## src/rtl/ultra_pkg.sv

```systemverilog
// ultra_pkg
// Shared definitions for the HC-SR04 front end and the downstream distance
// stage: FSM state encoding, default timing constants at 50 MHz, and the
// echo-width-per-centimetre constants used for threshold comparison.
package ultra_pkg;

    typedef enum logic [1:0] {
        TRIG      = 2'd0,
        WAIT_RISE = 2'd1,
        MEASURE   = 2'd2,
        HOLDOFF   = 2'd3
    } state_t;

    // Default timing at 50 MHz.
    localparam int unsigned TRIG_CYCLES_DEF   = 500;        // 10 us trigger pulse
    localparam int unsigned PERIOD_CYCLES_DEF = 3_000_000;  // 60 ms measurement period
    localparam int unsigned WAIT_MAX_DEF      = 50_000;     // 1 ms max wait for echo rise
    localparam int unsigned CNT_W_DEF         = 20;         // echo width counter bits

    // Echo high time per centimetre of distance, and for 5 cm.
    localparam int unsigned CYCLES_PER_CM     = 2950;
    localparam int unsigned CYCLES_5CM        = 14750;

endpackage

```

## src/rtl/echo_sync.sv

```systemverilog
// echo_sync
// Two-flop synchronizer for the asynchronous sensor echo line, followed by a
// previous-value register used for rising-edge detection.
// Ports:
//   clk       in  system clock
//   rst       in  synchronous active-high reset
//   echo      in  raw echo, asynchronous to clk
//   echo_s    out synchronized echo (2 cycles behind echo)
//   echo_rise out echo_s is 1 now and was 0 the previous cycle
module echo_sync (
    input  logic clk,
    input  logic rst,
    input  logic echo,
    output logic echo_s,
    output logic echo_rise
);

    logic meta;
    logic prev;

    always_ff @(posedge clk) begin
        if (rst) begin
            meta   <= 1'b0;
            echo_s <= 1'b0;
            prev   <= 1'b0;
        end else begin
            meta   <= echo;
            echo_s <= meta;
            prev   <= echo_s;
        end
    end

    // prev tracks echo_s in every state, so a line already high when the FSM
    // starts looking for a rise never looks like an edge.
    assign echo_rise = echo_s & ~prev;

endmodule

```

## src/rtl/ultra_ranger.sv

```systemverilog
// ultra_ranger
// HC-SR04 front end: fires a periodic trigger, synchronizes echo, measures the
// echo high time in clock cycles and holds the last result for the downstream
// distance stage.
// Ports:
//   clk         in  system clock (50 MHz)
//   rst         in  synchronous active-high reset
//   echo        in  raw sensor echo, asynchronous
//   trig        out registered sensor trigger
//   echo_s      out synchronized echo
//   contador2   out last completed echo width in cycles, held
//   count_valid out one-cycle strobe when contador2/timeout update
//   timeout     out 1 = no echo seen, or echo width saturated
//
// state     | meaning
// ----------+-------------------------------------------------------------
// TRIG      | trig high; leaves after TRIG_CYCLES cycles
// WAIT_RISE | waiting for a clean echo_s rising edge, bounded by WAIT_MAX
// MEASURE   | counting echo_s high cycles, saturating at 2^CNT_W-1
// HOLDOFF   | result published; idle until the period counter expires
module ultra_ranger
    import ultra_pkg::*;
#(
    parameter int unsigned TRIG_CYCLES   = TRIG_CYCLES_DEF,
    parameter int unsigned PERIOD_CYCLES = PERIOD_CYCLES_DEF,
    parameter int unsigned WAIT_MAX      = WAIT_MAX_DEF,
    parameter int unsigned CNT_W         = CNT_W_DEF
) (
    input  logic             clk,
    input  logic             rst,
    input  logic             echo,
    output logic             trig,
    output logic             echo_s,
    output logic [CNT_W-1:0] contador2,
    output logic             count_valid,
    output logic             timeout
);

    localparam int PW = $clog2(PERIOD_CYCLES);
    localparam int WW = $clog2(WAIT_MAX + 1);

    localparam logic [PW-1:0]    TRIG_LAST   = PW'(TRIG_CYCLES - 1);
    localparam logic [PW-1:0]    PERIOD_LAST = PW'(PERIOD_CYCLES - 1);
    localparam logic [WW-1:0]    WAIT_LAST   = WW'(WAIT_MAX);
    localparam logic [CNT_W-1:0] CNT_MAX     = '1;

    state_t           state;
    logic [PW-1:0]    period_cnt;
    logic [WW-1:0]    wait_cnt;
    logic [CNT_W-1:0] width_cnt;
    logic             echo_rise;

    echo_sync u_echo_sync (
        .clk       (clk),
        .rst       (rst),
        .echo      (echo),
        .echo_s    (echo_s),
        .echo_rise (echo_rise)
    );

    always_ff @(posedge clk) begin
        if (rst) begin
            state       <= TRIG;
            trig        <= 1'b0;
            period_cnt  <= '0;
            wait_cnt    <= '0;
            width_cnt   <= '0;
            contador2   <= '0;
            count_valid <= 1'b0;
            timeout     <= 1'b0;
        end else begin
            count_valid <= 1'b0;
            trig        <= 1'b0;
            // period_cnt holds the number of edges since trig was first
            // registered high in this period.
            period_cnt  <= period_cnt + PW'(1);

            case (state)
                TRIG: begin
                    trig <= 1'b1;
                    if (period_cnt == TRIG_LAST) begin
                        state    <= WAIT_RISE;
                        wait_cnt <= '0;
                    end
                end

                WAIT_RISE: begin
                    if (echo_rise) begin
                        state     <= MEASURE;
                        width_cnt <= CNT_W'(1);
                    end else if (wait_cnt == WAIT_LAST) begin
                        contador2   <= '0;
                        timeout     <= 1'b1;
                        count_valid <= 1'b1;
                        state       <= HOLDOFF;
                    end else begin
                        wait_cnt <= wait_cnt + WW'(1);
                    end
                end

                MEASURE: begin
                    if (!echo_s) begin
                        contador2   <= width_cnt;
                        timeout     <= 1'b0;
                        count_valid <= 1'b1;
                        state       <= HOLDOFF;
                    end else if (width_cnt == CNT_MAX) begin
                        // Still high at full scale: report saturation rather
                        // than wrap.
                        contador2   <= CNT_MAX;
                        timeout     <= 1'b1;
                        count_valid <= 1'b1;
                        state       <= HOLDOFF;
                    end else begin
                        width_cnt <= width_cnt + CNT_W'(1);
                    end
                end

                HOLDOFF: begin
                    if (period_cnt == PERIOD_LAST) begin
                        state      <= TRIG;
                        period_cnt <= '0;
                    end
                end

                default: begin
                    state      <= TRIG;
                    period_cnt <= '0;
                end
            endcase
        end
    end

endmodule

```

## config.mk

```make
export PLATFORM = sky130hd
export DESIGN_NAME = ultra_ranger
export DESIGN_NICKNAME = d
export VERILOG_FILES = /design/src/rtl/ultra_pkg.sv /design/src/rtl/echo_sync.sv /design/src/rtl/ultra_ranger.sv
export SDC_FILE = /design/constraint.sdc
export NUM_CORES = 1
export LEC_CHECK = 0
export ABC_AREA = 1
export ABC_CLOCK_PERIOD_IN_PS = 2600
export BUFFER_PORTS_ARGS = -buffer_cell sky130_fd_sc_hd__buf_2
export CAP_MARGIN = 15
export CORE_ASPECT_RATIO = 0.9
export CORE_MARGIN = 5
export CORE_UTILIZATION = 30
export CTS_CLUSTER_DIAMETER = 40
export CTS_CLUSTER_SIZE = 24
export DETAILED_ROUTE_END_ITERATION = 8
export GPL_ROUTABILITY_DRIVEN = 0
export GPL_TIMING_DRIVEN = 0
export PLACE_DENSITY = 0.49
export SLEW_MARGIN = 20
export SYNTH_ARGS = -nofsm -noshare
export SYNTH_HDL_FRONTEND = slang
export SYNTH_HIERARCHICAL = 1
export SYNTH_SLANG_ARGS = --single-unit
```

## constraint.sdc

```tcl
create_clock -name clk -period 2.6 [get_ports clk]
set_input_delay 0.65 -clock clk [delete_from_list [all_inputs] [get_ports clk]]
set_output_delay 0.65 -clock clk [all_outputs]
set_load 0.03 [all_outputs]
```

[Yosys cells after proc, flatten, opt, wreduce, memory -nomap -nowiden]
Index checks and enable logic that the tools add are counted.
Storage, ports and cells
  flip-flop bits (word level): 86
  bits of input ports: 3
  word-level logic and storage cells: 73
  output and inout port bits: 24
Operators by class
  $add $sub $neg: 3
  reductions and logical operators: 7
  bitwise gates (word level): 2
  muxes and demuxes: 33
  eq/ne operators: 17
Operator list (number)
  2-to-1 mux 20 bit: 7
  one-hot mux 20 bit (2 select lines): 2
  2-to-1 mux 16 bit: 3
  2-to-1 mux 22 bit: 2
  one-hot mux 16 bit (2 select lines): 1
  adder 22 x 1 -> 22 bit (second input constant): 1
  == test 22 bit (second input constant): 1
  == test 22 x 9 -> 1 bit (second input constant): 1
  adder 20 x 1 -> 20 bit (second input constant): 1
  == test 20 bit (second input constant): 1
  adder 16 x 1 -> 16 bit (second input constant): 1
  == test 16 bit (second input constant): 1
  AND reduction 4 bit: 4
  != test 2 bit (second input constant): 7
  2-to-1 mux 2 bit: 6
  2-to-1 mux 1 bit: 9
  one-hot mux 2 bit (4 select lines): 1
  != test 3 bit (second input constant): 2
  == test 2 bit (second input constant): 2
  one-hot mux 1 bit (2 select lines): 2
  nonzero test 2 bit: 2
  == test 2 x 1 -> 1 bit (second input constant): 1
  logical NOT 2 bit: 1
  != test 2 x 1 -> 1 bit (second input constant): 1
  other kinds (2): 2

[Logic depth before layout (Yosys ltp)]
Gate-level depths: netlist of run 1.
  word-level depth: 4
  mapped depth: 12
  gate-level depth less buffers: 12

[Cells and area by module]
The synthesis of run 1 kept the hierarchy.
Modules (own cells, without submodules)
  ultra_ranger: area each 4631.9 um^2, times used 1, cells each 713
  echo_sync: area each 86.3 um^2, times used 1, cells each 10

[Least setup slack after synthesis of run 1]
No wires, ideal clock.
  path kind: register to register
  start point: register state[0]
  end point: register width_cnt[10]
  data required time: 2483 ps
  arrival time: 1590 ps
  period minus slack after synthesis: 1707 ps
  cell stages (with the launch flop): 11
  setup time: 117 ps
  slack: 893 ps
  cell sequence: dfxtp_1 > inv_1 > ha_1 > clkbuf_2 > inv_1 > nor2_1 > nor2_4 > nand2_4 > buf_8 > o21ai_0 > nor2_1
Between the ends
  cells in the longest elaborated chain, start to end: 3
  elaborated cells on any way between the ends: 8
RTL lines
  from (decl): line ultra_ranger.sv:47  | state_t state;
  from (signal assigned): line ultra_ranger.sv:63  | state <= TRIG;
  from (signal assigned): line ultra_ranger.sv:82  | state <= WAIT_RISE;
  from (signal assigned): line ultra_ranger.sv:89  | state <= MEASURE;
  == test 2 bit / == test 2 x 1 -> 1 bit (equally long branches): line ultra_ranger.sv:78  | case (state)
  != test 2 x 1 -> 1 bit (no line) (tied with other cells)
  AND reduction 4 bit (no line)
  to (signal assigned): line ultra_ranger.sv:115  | width_cnt <= width_cnt + CNT_W'(1);
  to (decl): line ultra_ranger.sv:50  | logic [CNT_W-1:0] width_cnt;
Several ways; a longest one is shown, not always the timed one.
A chain may end at the register's enable or synchronous reset.

[Worst setup path after layout of run 1]
  start point: register state[1]
  end point: register width_cnt[10]
Same word-level chain as after synthesis.

==> impl_results.md, run 1 <==
- Final setup violating endpoints: 0
- Slowest cell on the critical path: dfxtp_1
- Chip width: 142 um
- Most common cell in the netlist: nand2_1
- Top delay family on crit path: simple AND/OR/NAND/NOR gates
- Largest stage delay, worst path: roughly 0.39 ns
- IO Pins: 27
- # DRC: 0
- Fin crit period: between 2 and 2.5 ns
- Worst Hold Class: reg2reg
- CP arrival: approximately 2.3 ns
- Post-CTS Resized: 0
- Area grow syn2layout: 15.0%
- Worst Tran Pin Value: 0.580 ns
- Clock Skew: 0.00521 ns
- Hold Violations, Final: 0
- Gate Count Post-Synth: between 700 and 800
- CTS max path bufs: 2
- Power density over cell area: ~520 mW/mm^2
- Power share of the sequential group: 0.470
- Number of placement rows: between 40 and 50
- Vias in the first global route: between 4,000 and 5,000
- Yosys top cell by area: dfxtp_1
- Ranking of synthesized cells by area: dfxtp_1, nand2_1, nor2_1
- Finished Core Util: 0.351
- Root Driver: clkbuf_16
- Post-CTS Repair Setup Buffers: 0
- Unrepaired setup endpoints after global routing: no
- H-tree level count: 3
- Seq/Total Area, Yosys: 0.365
- Clock latency on the worst-skew pair: 0.35 ns
- Initial antenna violation count: 0
- Switching power: roughly 0.0006 W
- Routed Antenna Nets: 0
- VDD IR max: approximately 0.31 mV
- CTS buffer count: 9
- Crit path buf inv count: 3
- Hold slack final: roughly 0.40 ns
- Fmax: between 0.4 and 0.5 GHz
- Final HPWL DP: ~9.4 mm
- Pint: 0.00221 W
- Share of layout cells above drive strength 1: 0.106
- Startpoint types: flip-flop
- Top FF cell, synth: dfxtp_1
- Post-synth top area share: 0.365
- Async SR Flop Fraction: 0
- DRT iter0 DRCs: between 200 and 300
- Post-synth EDFFs: 0
- Core Region: roughly 0.015 sq mm
- First-pass GRT wire length: about 21 mm
- Setup TNS Final: 0 ns
- Leakage: around 2.1 nW
- Mapped Avg Cell Area: ~6.5 sq um
- Max Cap Violations: 0
- Period utilization: 0.806
- Hold buffers post-CTS: 0
- FF+latch count, synth: 86
- Grt ovf: 0
- Die area: around 0.018 sq mm
- IO buf count: 26
- Synthesis Warnings: 6
- Clock power share: 0.506
- Fill count: around 1,700
- Die Y-Extent: between 100 and 150 um
- Status: finished clean
- CP Class: reg2reg
- Initial Util: 0.306
- Largest net degree at the start of global routing: 15
- Sw Share: 0.217
- Slew headroom: 0.614
- Worst Path Max Fanout: 10
- # nets final: 771
- TritonCTS clock tree: built
- # diodes: 0
- Worst setup EP type: flip-flop
- Top post-synthesis cells by count: nand2_1, nor2_1, inv_1, dfxtp_1, nand3_1
- First drt pass iteration count: 5
- Global-route usage over all layers: 0.142
- Logic pwr share: 0.023
- WL/cell: approximately 13 um
- Syn Nets: ~730
- Final slew viol count: 0
- Worst path cell trace: inv_1, ha_1, inv_2, nor2_2, o21bai_1, nor2_4, nand2_4, buf_8, o21ai_0, nor2_1
- Vias per cell: approximately 4.6
- Detailed Route WL: about 12 mm
- Footprint of the multi-input gates: roughly 0.0025 sq mm
- Post-Syn Area: roughly 0.0047 sq mm
- CTS sink cnt: 86
- Register Area: about 0.0017 sq mm
- Clock transition at path regs: approximately 0.060 ns
- Vias: approximately 4,500
- CP required: between 2 and 3 ns
- Synth cell types: 39
## layout by cell type (no fill, tap or decap), types with 2 or more instances in the layout
cell type and count:
nand2_1 187, nor2_1 110, inv_1 87, dfxtp_1 86, nand3_1 55, a21oi_1 50
buf_2 29, nor3_1 21, o21ai_0 21, xor2_1 15, nand4_1 13, clkbuf_1 10
clkbuf_16 9, ha_1 8, nand2_2 5, nor2_4 5, o21ai_1 5, inv_2 4
nor2_2 4, buf_6 4, xnor2_1 4, nand2_4 3, a21oi_2 3, nand3_2 2
and2_1 2, nor4_1 2, a22oi_1 2, clkinv_2 2, bufinv_16 2
## kinds of logic after synthesis
group	share of synthesized area
AND/OR/NAND/NOR	0.384
buffers and inverters	0.100
flip-flops	0.365
AO/OA/AOI/OAI	0.0944
XOR/XNOR	0.0353
adder cells (fa/ha/maj)	0.0212
## cell type report
type	count	area share
Clock buffer	11	0.0447
Timing Repair Buffer	26	0.0240
Inverter	93	0.0646
Buffer	19	0.0224
Sequential cell	86	0.317
Clock inverter	5	0.0150
Tap cell	202	0.0466
Multi-Input combinational cell	525	0.465
## tightest hold or removal path, delay by kind of cell, from the launching register on
family,cells,cell delay (ns)
buffers and inverters,1,0.04
DFF,1,0.30
and+or+nand+nor,1,0.03
## final timing paths
path | from | end | slack (ns) | cells after the start
worst min-delay path | u_echo_sync/meta$_SDFF_PP0_ | u_echo_sync/echo_s$_SDFF_PP0_ | 0.40 | 2
worst min register to register | u_echo_sync/meta$_SDFF_PP0_ | u_echo_sync/echo_s$_SDFF_PP0_ | 0.40 | 2
worst max register to register | state[1]$_SDFFE_PP0P_ | width_cnt[10]$_SDFFE_PP0P_ | 0.50 | 10
worst max-delay path | state[1]$_SDFFE_PP0P_ | width_cnt[10]$_SDFFE_PP0P_ | 0.50 | 10
## stage by stage
stage | area [sq um] | cells | total power [W] | setup slack (ns)
after global placement | 5100 | 951 | 0.00143 | 0.460
after global routing | 5430 | 967 | 0.00294 | 0.320
after detailed placement | 5100 | 951 | 0.00143 | 0.517
after CTS | 5430 | 967 | 0.00287 | 0.515
final | 5430 | 967 | 0.00282 | 0.504
after floorplan | 4720 | 723 | 0.00140 | 0.893
## flip-flops by register name, indices dropped and copies added, names as in the netlist
register,count
contador2,20
count_valid,1
period_cnt,22
state,2
timeout,1
trig,1
u_echo_sync/echo_s,1
u_echo_sync/meta,1
u_echo_sync/prev,1
wait_cnt,16
width_cnt,20
## layer usage
metal  share of wire  global-route usage  vias to the layer above
met5               0                   0                        -
met3           0.038              0.0342                       12
li1                -                   -                     2365
met1            0.49               0.191                     2019
met2            0.45               0.226                       82
met4           0.012              0.0406                        0
## power groups by stage
stage               logic [W]  clock network (W)  registers [W]
CTS                 0.0000678            0.00148        0.00133
detailed placement  0.0000675                  0        0.00136
global placement    0.0000669                  0        0.00136
finish              0.0000659            0.00143        0.00133
global route        0.0000750            0.00153        0.00133
floorplan           0.0000416                  0        0.00136
(Power assumes the default switching activity.)
==> inputs of run 2 (changes only) <==
- ABC_CLOCK_PERIOD_IN_PS: 2600 -> 1900
- PLACE_DENSITY: 0.49 -> 0.51
- clock period: 2.6 -> 1.9 ns (I/O delays scaled with it)
==> run 2 against run 1 <==
  * Fmax increased by 15%
  * Clock power increased by 26%
  * Sequential power increased by 37%
  * Critical path depth unchanged
  * Critical path type unchanged
  * Critical endpoint is now width_cnt[2]$_SDFFE_PP0P_
==> impl_results.md, run 2 (synthesis results as in run 1) <==
- Fill count: 1,719
- Hold Violations, Final: 0
- Share of layout cells above drive strength 1: 0.142
- Fin crit period: roughly 1.8 ns
- Die area: 0.0183 sq mm
- Clock latency on the worst-skew pair: between 0.3 and 0.4 ns
- Setup TNS Final: 0 ns
- Pre-CTS WS: -0.201 ns
- Vias: between 4,000 and 5,000
- Area grow syn2layout: 19.0%
- Hold slack final: roughly 0.34 ns
- Chip width: 142 um
- Detailed Route WL: ~13 mm
- Commonest cells after routing, fill and taps aside: nand2_1, nor2_1, inv_1, dfxtp_1, nand3_1
- Status: finished clean
- Commonest non-fill, non-tap cell in the layout: nand2_1
- CP Class: reg2reg
- Register Area: around 0.0017 sq mm
- Worst Hold Class: in2reg
- Largest register by flop count: period_cnt
- Worst setup EP type: flip-flop
- CP required: ~2.1 ns
- Worst Path Max Fanout: 10
- Core Region: 0.0154 sq mm
- Final setup margin: between 0.07 and 0.08 ns
- DRT iter0 DRCs: between 200 and 250
- Max reg flops: 22
- Initial Util: 0.306
- Footprint of the multi-input gates: about 0.0027 sq mm
- CTS buffer count: 9
- Final slew viol count: 0
- Cell mode on critical path: nand3_4
- Biggest regs: period_cnt (22), contador2 (20), width_cnt (20)
- First drt pass iteration count: 5
- Largest net degree at the start of global routing: 15
- Root Driver: clkbuf_16
- Final HPWL DP: roughly 9.5 mm
- H-tree level count: 3
- Leakage: 2.17 nW
- Period utilization: 0.958
- # DRC: 0
- Startpoint types: flip-flop
- Final setup violating endpoints: 0
- VDD IR max: about 0.42 mV
- Vias per cell: approximately 4.6
- Fmax: between 0.5 and 0.6 GHz
- First-pass GRT wire length: between 20 and 25 mm
- Clock transition at path regs: 0.06 ns
- TritonCTS clock tree: built
- Worst Tran Pin Value: around 0.62 ns
- WL/cell: around 13 um
- Slowest cell on the critical path: dfxtp_1
- Die Y-Extent: about 130 um
- # diodes: 0
- Clock Skew: ~0.0092 ns
- Max Cap Violations: 0
- CTS sink cnt: 86
- CTS max path bufs: 2
- Initial antenna violation count: 0
- CP arrival: ~2 ns
- Worst path cell trace: ha_4, nand3_4, inv_2, nand2_2, nor2_4, nand3_4, nand2_8, buf_8, nor2_1, o21a_1
- Largest stage delay, worst path: around 0.40 ns
- Vias in the first global route: ~4,300
- Global-route usage over all layers: 0.143
- Grt ovf: 0
- Number of placement rows: 43
- Slew headroom: 0.586
- IO Pins: 27
- Hold buffers post-CTS: 0
- # nets final: 780
- Power density over cell area: 661 mW/mm^2
- IO buf count: 26
- Routed Antenna Nets: 0
[run 2: area by class of cell]
type | instances | area share
Buffer | 18 | 0.0216
Clock buffer | 11 | 0.0432
Clock inverter | 5 | 0.0105
Inverter | 93 | 0.0628
Multi-Input combinational cell | 526 | 0.473
Sequential cell | 86 | 0.309
Tap cell | 202 | 0.0450
Timing Repair Buffer | 35 | 0.0352
[run 2: worst paths after layout]
path              cells after the start  slack [ns]                        start                       endpoint
setup / recovery                     10        0.08    width_cnt[0]$_SDFFE_PP0P_      width_cnt[2]$_SDFFE_PP0P_
hold / removal                        3        0.34                         echo    u_echo_sync/meta$_SDFF_PP0_
setup reg to reg                     10        0.08    width_cnt[0]$_SDFFE_PP0P_      width_cnt[2]$_SDFFE_PP0P_
hold reg to reg                       2        0.40  u_echo_sync/meta$_SDFF_PP0_  u_echo_sync/echo_s$_SDFF_PP0_
[run 2: worst max-delay path: cells and delay by family (launching register included)]
family | cells | cell delay, ns
fa+ha+maj | 1 | 0.18
buf+inv | 2 | 0.25
flops | 1 | 0.40
compound gates | 1 | 0.16
simple gates | 6 | 0.74
[run 2: power breakdown]
part / switching, W / internal (W) / total [W]
registers: 0.00000700 / 0.00181 / 0.00182
logic: 0.0000671 / 0.0000257 / 0.0000928
clock network: 0.000747 / 0.00106 / 0.00180
[run 2: what timing repair did]
item,in CTS,in global routing
endpoints found under the setup margin,50,61
buffers inserted,2,7
resized for setup,8,29
gates cloned,0,1
pin swaps,1,4
[run 2: metal layers]
metal | vias to the layer above | GRT usage | wire, um
li1 | 2381 | - | -
met1 | 2028 | 0.199 | 6470
met2 | 60 | 0.220 | 5460
met3 | 10 | 0.0368 | 458
met4 | 0 | 0.0367 | 138
met5 | - | 0 | 0
[run 2: per-stage QoR]
step,power (W),instances,util,cell area (sq um)
after floorplan,0.00192,723,-,4720
after global placement,0.00195,951,0.330,5100
after detailed placement,0.00195,951,0.330,5100
after CTS,0.00377,969,0.353,5450
after global routing,0.00387,976,0.364,5610
final,0.00371,976,0.364,5610
==> inputs of run 3 (changes only) <==
- ABC_AREA: 1 -> 0
==> run 3 against run 2 <==
  * The run now ends with negative setup slack left
  * Non-clock buffer count increased by 48
  * Setup slack got worse by 0.30 ns
  * Combinational power rose to 9.5 times the previous value
  * Register-to-register slack worse by 0.30 ns
  * Via count shrank 3.4%
  * Utilization grew 7.3 points
  * Synthesized cell count is 31% lower
  * Clock power down 6%
  * Clock skew shrank 0.0020 ns
  * Routed wire length grew 9.4%
  * Cell area up 8.4%
  * Final cell count shrank 20%
  * Largest cell class unchanged
  * Largest power group unchanged
==> impl_results.md, run 3 <==
- Status: finished with violations
- Failing checks: negative setup slack
- Finished Cell Area: ~0.0061 sq mm
- Slowest cell on the critical path: or4_4
- Biggest regs: period_cnt (22), contador2 (20), width_cnt (20)
- Worst setup EP type: flip-flop
- CTS sink cnt: 86
- Clock latency on the worst-skew pair: between 0.3 and 0.4 ns
- VDD IR max: 0.484 mV
- Initial Util: 0.304
- Hold Violations, Final: 0
- Die Y-Extent: around 120 um
- Fmax: between 0.4 and 0.5 GHz
- Slew headroom: 0.525
- Commonest non-fill, non-tap cell in the layout: dfxtp_1
- Hold buffers post-CTS: 0
- CTS max path bufs: 2
- Hold Path Stages: 2
- Top post-synthesis cells by count: dfxtp_1, nand2_1, nor2_1, nand3_1, a21oi_1
- Worst path cell trace: nand3_4, or4_4, buf_8, o211ai_1, buf_4, a21oi_4, clkbuf_16, o2bb2ai_2
- Hold slack final: around 0.33 ns
- Top FF cell, synth: dfxtp_1
- Leakage: ~2 nW
- Seq/Total Area, Yosys: 0.406
- Share of layout cells above drive strength 1: 0.402
- H-tree level count: 3
- # nets final: approximately 600
- Grt ovf: 0
- WL/cell: ~18 um
- IO Pins: 27
- Post-synth top area share: 0.406
- Unrepaired setup endpoints after global routing: yes
- Initial antenna violation count: 0
- Die area: 0.0166 sq mm
- Max Cap Violations: 0
- Critical R2R Capture: contador2[7]$_SDFFE_PP0P_
- Most common cell in the netlist: dfxtp_1
- Ranking of synthesized cells by area: dfxtp_1, nand3_1, nand2_1
- Pre-CTS WS: -0.517 ns
- Largest register by flop count: period_cnt
- Global-route usage over all layers: 0.165
- Yosys top cell by area: dfxtp_1
- Detailed Route WL: between 10 and 15 mm
- Worst Hold Class: in2reg
- CTS buffer count: 9
- Syn Nets: 513
- # DRC: 0
- Vias: about 4,300
- Mapped Avg Cell Area: between 8 and 9 sq um
- Chip width: 135 um
- Commonest cells after routing, fill and taps aside: dfxtp_1, nand2_1, buf_4, nor2_1, nand3_1
- Largest net degree at the start of global routing: 14
- Pint: 0.00315 W
- IO buf count: 26
- Power density over cell area: 729 mW/mm^2
- Worst r2r path cells: 8
- Logic pwr share: 0.198
- First-pass GRT wire length: around 22 mm
- Worst Path Max Fanout: 6
- Period utilization: 1.12
- Post-Syn Area: around 0.0042 sq mm
- Fill count: 1,390
- Fin crit period: between 2 and 2.5 ns
- Clock Skew: 0.00717 ns
- Max reg flops: 22
- CP required: ~2.1 ns
- TritonCTS clock tree: built
- Final setup violating endpoints: slightly below 60
- Worst reg2reg setup slack: -0.22 ns
- Reg-to-Reg Start: width_cnt[4]$_SDFFE_PP0P_
- Async SR Flop Fraction: 0
- Area grow syn2layout: 43.7%
- Worst Hold End: u_echo_sync/echo_s$_SDFF_PP0_
- Cell area after placement: between 0.004 and 0.005 sq mm
- CP Class: reg2reg
- Gate Count Post-Synth: ~500
- Number of placement rows: 41
- Total Power: roughly 0.0044 W
- CP arrival: 2.36 ns
- Clock power share: 0.381
- Vias per cell: around 5.5
- Sw Share: 0.291
- Non-filler instance count after layout: around 780
- Power share of the sequential group: 0.421
- Final slew viol count: 0
- Clock transition at path regs: around 0.060 ns
- Routed Antenna Nets: 0
- DRT iter0 DRCs: 372
- First drt pass iteration count: 5
- Post-synth EDFFs: 0
- Startpoint types: flip-flop
- Worst Tran Pin Value: 0.712 ns
- Switching power: about 0.0013 W
- Root Driver: clkbuf_16
- Core Region: ~0.014 sq mm
- FF+latch count, synth: 86
- # diodes: 0
- Min-delay src: rst
- Final HPWL DP: 8.58 mm
- Final setup margin: -0.223 ns
- Largest stage delay, worst path: roughly 0.56 ns
- Vias in the first global route: about 4,200
- Synth cell types: 69
- Synthesis Warnings: 6
- Placed Cells: 721
==> run 3: repair_timing <==
action / CTS / global route
gates cloned: 6 / 1
pin swaps: 57 / 28
buffers inserted: 34 / 12
resized for setup: 120 / 58
endpoints found under the setup margin: 81 / 81
==> run 3: power by group through the flow <==
stage,clock (W),sequential (W),combinational [W]
5_1_grt,0.00180,0.00187,0.000953
3_3_place_gp,0,0.00190,0.000618
2_1_floorplan,0,0.00192,0.000427
6_report,0.00169,0.00187,0.000881
3_5_place_dp,0,0.00191,0.000620
4_1_cts,0.00174,0.00186,0.000791
==> run 3: worst max-delay path by stage <==
stage | start | to | slack (ns) | cells after the start
CTS | period_cnt[20]$_SDFF_PP0_ | wait_cnt[4]$_SDFFE_PP0P_ | -0.20 | 6
floorplan | period_cnt[14]$_SDFF_PP0_ | wait_cnt[6]$_SDFFE_PP0P_ | -0.06 | 6
global route | period_cnt[14]$_SDFF_PP0_ | wait_cnt[13]$_SDFFE_PP0P_ | -0.29 | 7
detailed placement | state[1]$_SDFFE_PP0P_ | contador2[10]$_SDFFE_PP0P_ | -0.52 | 9
finish | width_cnt[4]$_SDFFE_PP0P_ | contador2[7]$_SDFFE_PP0P_ | -0.22 | 8
global placement | state[1]$_SDFFE_PP0P_ | contador2[11]$_SDFFE_PP0P_ | -0.51 | 9
==> run 3: metal layers <==
| layer | share of wire | GRT usage | vias to the layer above |
|---|---|---|---|
| li1 | - | - | 2058 |
| met1 | 0.48 | 0.225 | 2115 |
| met2 | 0.45 | 0.254 | 121 |
| met3 | 0.044 | 0.0385 | 33 |
| met4 | 0.025 | 0.0674 | 0 |
| met5 | 0 | 0 | - |
==> run 3: layout make-up <==
| type | count | area, sq um | area share |
|---|---|---|---|
| clock buffers | 14 | 274 | 0.0450 |
| clock inverters | 1 | 5.00 | 0.000822 |
| flip-flops and latches | 86 | 1790 | 0.294 |
| well taps | 193 | 241 | 0.0397 |
| inverters | 16 | 66.3 | 0.0109 |
| multi-input cells | 372 | 2950 | 0.484 |
| repair buffers | 77 | 567 | 0.0931 |
| plain buffers | 24 | 198 | 0.0325 |
==> run 3: worst max-delay path, delay by kind of cell (launching register included) <==
family | cells | cell delay [ns]
flip-flops | 1 | 0.36
buffers and inverters | 3 | 0.56
AND/OR/NAND/NOR | 2 | 0.68
AO/OA/AOI/OAI | 3 | 0.41
==> run 3: metrics by stage <==
step	setup TNS, ns	util
after floorplan	-0.728	-
after global placement	-26.08	0.338
after detailed placement	-26.67	0.338
after CTS	-8.34	0.413
after global routing	-12.97	0.436
final	-9.01	0.436
==> run 3: kinds of logic (layout without fill, tap and decap cells) <==
logic type               after synthesis  count (layout)  share of synthesized area
AND/OR/NAND/NOR                      217             217                      0.269
AO/OA/AOI/OAI                        130             130                      0.223
flip-flops                            86              86                      0.406
buffers and inverters                 44             132                     0.0428
XOR/XNOR                              16              16                     0.0331
adder cells (fa/ha/maj)                8               8                     0.0236
multiplexers                           1               1                    0.00236
